<file path="config.mk">
export PLATFORM = sky130hd
export DESIGN_NAME = prog_loader_flat
export DESIGN_NICKNAME = d
export VERILOG_FILES = /design/src/rtl/prog_loader_if.sv /design/src/rtl/prog_loader.sv /design/src/flat_wrapper.sv
export SDC_FILE = /design/constraint.sdc
export NUM_CORES = 1
export LEC_CHECK = 0
export CAP_MARGIN = 20
export CORE_UTILIZATION = 61
export CTS_BUF_LIST = sky130_fd_sc_hd__clkbuf_8
export DETAILED_ROUTE_END_ITERATION = 8
export PLACE_DENSITY = 0.87
export SLEW_MARGIN = 25
export SYNTH_ARGS = -nofsm -noshare
export SYNTH_HDL_FRONTEND = slang
export SYNTH_SLANG_ARGS = --single-unit
</file>
<file path="constraint.sdc">
create_clock -name clk -period 6.9 [get_ports clk]
set_input_delay 2.07 -clock clk [delete_from_list [all_inputs] [get_ports clk]]
set_output_delay 2.07 -clock clk [all_outputs]
set_load 0.02 [all_outputs]
</file>
<file path="src/rtl/prog_loader_if.sv">
// Byte-stream valid/ready handshake feeding the boot-time program loader.
// The master drives bytes; the slave (loader) returns a registered ready.
interface prog_loader_if;
    logic       in_valid;
    logic [7:0] in_data;
    logic       in_ready;

    modport master (output in_valid, output in_data, input  in_ready);
    modport slave  (input  in_valid, input  in_data, output in_ready);
endinterface

</file>
<file path="src/rtl/prog_loader.sv">
// Boot-time program loader: assembles a little-endian byte stream into words,
// writes instruction memory and holds the core in reset until the image is in.
// Optional trailing XOR checksum byte is enabled by PROG_LOADER_CHECKSUM_EN.
module prog_loader #(
    parameter int unsigned ADDR_W    = 16,
    parameter logic [31:0] BASE_ADDR = 32'h0,
    parameter int unsigned MAX_WORDS = 4096
) (
    input  logic              clk,
    input  logic              rst,
    input  logic              start,
    prog_loader_if.slave      byte_in,
    output logic              im_we,
    output logic [ADDR_W-1:0] im_addr,
    output logic [31:0]       im_wdata,
    output logic              core_rst,
    output logic              done,
    output logic              err
);
    typedef enum logic [2:0] {
        IDLE,
        HDR0,
        HDR1,
        DATA,
`ifdef PROG_LOADER_CHECKSUM_EN
        CHK,
`endif
        DONE,
        ERR
    } state_t;

    localparam logic [16:0] MAX_N = 17'(MAX_WORDS);

    state_t              state_q, state_d;
    logic                in_ready_q, in_ready_d;
    logic                im_we_q, im_we_d;
    logic [ADDR_W-1:0]   im_addr_q, im_addr_d;
    logic [31:0]         im_wdata_q, im_wdata_d;
    logic                core_rst_q, core_rst_d;
    logic                done_q, done_d;
    logic                err_q, err_d;
    logic [15:0]         n_q, n_d;
    logic [15:0]         word_cnt_q, word_cnt_d;
    logic [1:0]          byte_cnt_q, byte_cnt_d;
    logic [23:0]         asm_q, asm_d;
`ifdef PROG_LOADER_CHECKSUM_EN
    logic [7:0]          xor_q, xor_d;
`endif

    logic        xfer;
    logic [7:0]  din;
    logic [15:0] n_full;

    assign xfer   = byte_in.in_valid & in_ready_q;
    assign din    = byte_in.in_data;
    assign n_full = {din, n_q[7:0]};

    always_comb begin
        state_d    = state_q;
        in_ready_d = in_ready_q;
        im_we_d    = 1'b0;
        im_addr_d  = im_addr_q;
        im_wdata_d = im_wdata_q;
        core_rst_d = core_rst_q;
        done_d     = done_q;
        err_d      = err_q;
        n_d        = n_q;
        word_cnt_d = word_cnt_q;
        byte_cnt_d = byte_cnt_q;
        asm_d      = asm_q;
`ifdef PROG_LOADER_CHECKSUM_EN
        xor_d      = xor_q;
`endif
        case (state_q)
            IDLE: begin
                state_d    = HDR0;
                in_ready_d = 1'b1;
                word_cnt_d = 16'd0;
                byte_cnt_d = 2'd0;
`ifdef PROG_LOADER_CHECKSUM_EN
                xor_d      = 8'h00;
`endif
            end
            HDR0: begin
                if (xfer) begin
                    n_d[7:0] = din;
                    state_d  = HDR1;
                end
            end
            HDR1: begin
                if (xfer) begin
                    n_d = n_full;
                    if (n_full == 16'd0) begin
`ifdef PROG_LOADER_CHECKSUM_EN
                        state_d    = CHK;
`else
                        state_d    = DONE;
                        in_ready_d = 1'b0;
                        core_rst_d = 1'b0;
                        done_d     = 1'b1;
`endif
                    end else if ({1'b0, n_full} > MAX_N) begin
                        state_d    = ERR;
                        in_ready_d = 1'b0;
                        err_d      = 1'b1;
                    end else begin
                        state_d = DATA;
                    end
                end
            end
            DATA: begin
                // ready is only low in DATA during the final word's strobe cycle
                if (!in_ready_q) begin
`ifdef PROG_LOADER_CHECKSUM_EN
                    state_d    = CHK;
                    in_ready_d = 1'b1;
`else
                    state_d    = DONE;
                    core_rst_d = 1'b0;
                    done_d     = 1'b1;
`endif
                end else if (xfer) begin
`ifdef PROG_LOADER_CHECKSUM_EN
                    xor_d = xor_q ^ din;
`endif
                    if (byte_cnt_q == 2'd3) begin
                        im_we_d    = 1'b1;
                        im_wdata_d = {din, asm_q};
                        im_addr_d  = ADDR_W'(BASE_ADDR + {14'd0, word_cnt_q, 2'b00});
                        word_cnt_d = word_cnt_q + 16'd1;
                        byte_cnt_d = 2'd0;
                        if (word_cnt_q == n_q - 16'd1) in_ready_d = 1'b0;
                    end else begin
                        case (byte_cnt_q)
                            2'd0:    asm_d[7:0]   = din;
                            2'd1:    asm_d[15:8]  = din;
                            default: asm_d[23:16] = din;
                        endcase
                        byte_cnt_d = byte_cnt_q + 2'd1;
                    end
                end
            end
`ifdef PROG_LOADER_CHECKSUM_EN
            CHK: begin
                if (xfer) begin
                    in_ready_d = 1'b0;
                    if (din == xor_q) begin
                        state_d    = DONE;
                        core_rst_d = 1'b0;
                        done_d     = 1'b1;
                    end else begin
                        state_d = ERR;
                        err_d   = 1'b1;
                    end
                end
            end
`endif
            DONE, ERR: begin
                if (start) begin
                    state_d    = HDR0;
                    in_ready_d = 1'b1;
                    core_rst_d = 1'b1;
                    done_d     = 1'b0;
                    err_d      = 1'b0;
                    word_cnt_d = 16'd0;
                    byte_cnt_d = 2'd0;
`ifdef PROG_LOADER_CHECKSUM_EN
                    xor_d      = 8'h00;
`endif
                end
            end
            default: state_d = IDLE;
        endcase
    end

    always_ff @(posedge clk or negedge rst) begin
        if (!rst) begin
            state_q    <= IDLE;
            in_ready_q <= 1'b0;
            im_we_q    <= 1'b0;
            im_addr_q  <= '0;
            im_wdata_q <= 32'h0;
            core_rst_q <= 1'b1;
            done_q     <= 1'b0;
            err_q      <= 1'b0;
            n_q        <= 16'd0;
            word_cnt_q <= 16'd0;
            byte_cnt_q <= 2'd0;
            asm_q      <= 24'h0;
`ifdef PROG_LOADER_CHECKSUM_EN
            xor_q      <= 8'h00;
`endif
        end else begin
            state_q    <= state_d;
            in_ready_q <= in_ready_d;
            im_we_q    <= im_we_d;
            im_addr_q  <= im_addr_d;
            im_wdata_q <= im_wdata_d;
            core_rst_q <= core_rst_d;
            done_q     <= done_d;
            err_q      <= err_d;
            n_q        <= n_d;
            word_cnt_q <= word_cnt_d;
            byte_cnt_q <= byte_cnt_d;
            asm_q      <= asm_d;
`ifdef PROG_LOADER_CHECKSUM_EN
            xor_q      <= xor_d;
`endif
        end
    end

    assign byte_in.in_ready = in_ready_q;
    assign im_we            = im_we_q;
    assign im_addr          = im_addr_q;
    assign im_wdata         = im_wdata_q;
    assign core_rst         = core_rst_q;
    assign done             = done_q;
    assign err              = err_q;
endmodule
</file>
<file path="src/flat_wrapper.sv">
// flat-port wrapper written by rule: the top's interface ports become plain ports
module prog_loader_flat 
#(
    parameter int unsigned ADDR_W    = 16,
    parameter logic [31:0] BASE_ADDR = 32'h0,
    parameter int unsigned MAX_WORDS = 4096
)
  (clk, rst, start, im_we, im_addr, im_wdata, core_rst, done, err, byte_in_in_valid, byte_in_in_data, byte_in_in_ready);
  prog_loader_if byte_in_i ();
  input  logic clk;
  input  logic rst;
  input  logic start;
  output logic im_we;
  output logic [ADDR_W-1:0] im_addr;
  output logic [31:0] im_wdata;
  output logic core_rst;
  output logic done;
  output logic err;
  input wire logic [$bits(byte_in_i.in_valid)-1:0] byte_in_in_valid;
  input wire logic [$bits(byte_in_i.in_data)-1:0] byte_in_in_data;
  output wire logic [$bits(byte_in_i.in_ready)-1:0] byte_in_in_ready;
  assign byte_in_i.in_valid = byte_in_in_valid;
  assign byte_in_i.in_data = byte_in_in_data;
  assign byte_in_in_ready = byte_in_i.in_ready;
  prog_loader #(.ADDR_W(ADDR_W), .BASE_ADDR(BASE_ADDR), .MAX_WORDS(MAX_WORDS)) u_core (.clk(clk), .rst(rst), .start(start), .byte_in(byte_in_i), .im_we(im_we), .im_addr(im_addr), .im_wdata(im_wdata), .core_rst(core_rst), .done(done), .err(err));
endmodule
</file>
==> flow_summary_export.csv <==
group,metric,value,unit
pwr,ir_drop,0.1817,mV
route,first_iter_violations,283,
route,first_pass_iters,4,
grt,grt_pass1_vias,3612,
min_path,hp-start,"u_core.im_addr[15]",
grt,antenna_found_initial,0,
route,wl_per_cell,17.49,microns
floorplanning,boundaryPins,65,
floorplanning,die_h,95.10,microns
setup_path,rrSetupSlack,4.07,ns
cells_and_area,fin_cells,614,
sta,hold_viol,0,
route,wl,10740,microns
setup_path,worstReg2RegEnd,"u_core.byte_in.in_ready",
sta,timing.final.max_slew_violations,0,
route,drc,0,
setup_path,crit_type,"input pin to register",
sta,finClkSkew,0.007959,ns
cts,cts_buffers,9,
min_path,hold_path.class,"register to register",
setup_path,regToRegStartpoint,"u_core.n_q[2]",
floorplanning,dieArea,9044,sq um
synth,synth.distinct_cells,53,
sta,timing.final.ws_setup,2.745,ns
setup_path,required,7.17,ns
pwr,p_total,1.902,mW
cts,root_buffer,"clkbuf_8",
setup_path,critical_path_arrival,4.42,ns
flow_run,drv_cap,0,
placed_design,placedCellCount,598,
sta,rsz0062_at_grt,"false",
placed_design,dp_slack,2.396,ns
synth,ys.flop_type,"dfrtp_1",
synth,synthArstFlopShare,1.000,
floorplanning,row_count,33,
sta,timing.final.crit_share,0.6022,
sta,fmax,240.7,MHz
route,ant_nets,0,
cts,cts_resized,0,
setup_path,end_kind,"register",
synth,ys_ff_latch,112,
floorplanning,core_area,8299,sq um
setup_path,reg2reg_depth,6,
route,vias_per_cell,5.951,
cells_and_area,areaGrowthSynthToFinish,16.66,%
floorplanning,die_x,95.10,microns
min_path,min_path_cells,2,
sta,tns,0,ns
cells_and_area,multi_input_area,2333,sq um
cells_and_area,drive_above_1_share,0.2102,
cts,cts_setup_buffers,0,
placed_design,gp_congestion,0.8218,
route,num_vias,3654,
grt,gr-total-overflow,0,
cells_and_area,utilization,0.7433,
sta,final-setup-viol-count,0,
synth,synth_edf_count,0,
pwr,leakage,2.761,nW
cts,htree_levels,3,
cts,cts.hold.buffers_added,0,
placed_design,place.detailed.hpwl,7422,microns
setup_path,cp_max_fo,7,
cells_and_area,final_nets,523,
grt,grt_pass1_wl,17660,microns
sta,tightestPinTransition,0.9615,ns
sta,min_period,4.155,ns
cts,cts.reportedPaths.clkPinSlew,0.11,ns
synth,yosysWarningCount,0,
cells_and_area,seqCellArea,2804,sq um
pwr,powerDensity,308.3,nW/um^2
setup_path,worstSetupStartpointType,"input pin",
sta,max_slew_margin,0.3573,
placed_design,numPortBuffers,62,
run_status,status,"finished, final reports clean",
cts,cts_sinks,112,
synth,ys_seq_area_frac,0.5303,
synth,synth_cells,451,
cts,clk_latency,0.38,ns
cts,tritoncts,"done",
floorplanning,initial_utilization,0.6371,
cells_and_area,nFillCells,561,
cts,clk_path_buf_depth,2,
grt,grt_use_total,0.2596,
synth,synth_area,5288,sq um
min_path,holdPathEnd,"u_core.im_addr[15]",
cells_and_area,insertedDiodeCount,0,
synth,syn_avg_cell_area,11.72,sq um
grt,grt_max_degree,73,
==> power by group <==
group | leakage (nW) | internal (mW) | switching [mW]
clock | 0.110 | 0.179 | 0.240
sequential | 1.50 | 0.784 | 0.161
combinational | 1.15 | 0.269 | 0.270
total | 2.76 | 1.23 | 0.671
==> worst max-delay path by stage <==
stage / endpoint / slack (ns) / from / cells past startpoint
2_1_floorplan: u_core.byte_in.in_ready / 3.23 / byte_in_in_data[3] / 5
3_3_place_gp: u_core.byte_in.in_ready / 2.49 / byte_in_in_data[3] / 6
3_5_place_dp: u_core.byte_in.in_ready / 2.40 / byte_in_in_data[3] / 6
4_1_cts: u_core.byte_in.in_ready / 2.79 / byte_in_in_data[3] / 6
5_1_grt: u_core.byte_in.in_ready / 2.66 / byte_in_in_data[3] / 6
6_report: u_core.byte_in.in_ready / 2.75 / byte_in_in_data[3] / 6
==> synth_stat cells (3+ instances only) <==
cell | number | area, sq um
dfrtp_1 | 111 | 2778
or3_1 | 7 | 43.79
clkbuf_1 | 15 | 56.30
nor2b_1 | 7 | 43.79
a21oi_1 | 14 | 70.07
xor2_1 | 9 | 78.83
nand2_1 | 28 | 105.1
o21a_1 | 3 | 22.52
nand4_1 | 8 | 50.05
mux2i_1 | 6 | 60.06
nor3_1 | 9 | 45.04
nand3_1 | 9 | 45.04
mux2_2 | 78 | 878.3
inv_1 | 14 | 52.55
nand2b_1 | 3 | 18.77
nor4_1 | 9 | 56.30
and3b_1 | 3 | 26.28
o21ai_0 | 22 | 110.1
nor2_1 | 22 | 82.58
buf_4 | 4 | 30.03
nor3b_1 | 3 | 22.52
xnor2_1 | 17 | 148.9
or4_1 | 3 | 22.52
ha_1 | 7 | 87.58
==> sequential cells by signal, summed over array words and instances (netlist names), 2 cells and up <==
name	count
u_core.asm_q	24
u_core.byte_cnt_q	2
u_core.im_addr	14
u_core.im_wdata	32
u_core.n_q	16
u_core.state_q	3
u_core.word_cnt_q	16
==> worst max-delay path, stage by stage <==
cell and delay [ns]:
clkdlybuf4s50_1 0.57, nor4_1 0.52, nand4_1 0.19, and4_1 0.27, or4_1 0.53, o31a_1 0.26
==> kinds of logic (layout without fill, tap and decap cells) <==
kind of cell             Yosys count  in the layout  share of synthesized area
buffers and inverters             36             93                    0.03147
other                              1              2                  0.0007092
flip-flops                       112            112                     0.5303
XOR/XNOR                          26             26                    0.04307
multiplexers                      84             84                     0.1775
AO/OA/AOI/OAI                     59             59                    0.06933
AND/OR/NAND/NOR                  126            126                     0.1311
adder cells (fa/ha/maj)            7              7                    0.01656
==> final cells by class <==
| cell class | instances | area share |
|---|---|---|
| Clock buffer | 9 | 0.02008 |
| Timing Repair Buffer | 63 | 0.1014 |
| Inverter | 14 | 0.008519 |
| Clock inverter | 7 | 0.01582 |
| Sequential cell | 112 | 0.4546 |
| Multi-Input combinational cell | 304 | 0.3783 |
| Tap cell | 105 | 0.02130 |
==> cell usage in the layout (no fill, tap or decap), types with 9 or more instances in the layout <==
master           count
xor2_1               9
mux2_2              78
nor4_1               9
nand2_1             27
clkbuf_8             9
nand3_1              9
o21ai_0             22
nor3_1               9
nor2_1              22
clkdlybuf4s50_1     61
inv_1               14
dfrtp_1            111
a21oi_1             14
xnor2_1             17
==> through the flow <==
stage	hold WS, ns	cell area [sq um]
3_3_place_gp	0.4620	5942
3_5_place_dp	0.4737	5947
5_1_grt	0.5282	6168
2_1_floorplan	0.4460	5291
4_1_cts	0.4993	6168
6_report	0.4918	6168
==> routing by layer <==
| metal | track usage | wire length (microns) | part of all wire |
|---|---|---|---|
| met5 | 0 | 0 | 0 |
| met2 | 0.4333 | 5319 | 0.50 |
| met3 | 0.05502 | 621 | 0.058 |
| met1 | 0.3283 | 4636 | 0.43 |
| met4 | 0.1086 | 159 | 0.015 |
Power figures use the tool's default switching activity.
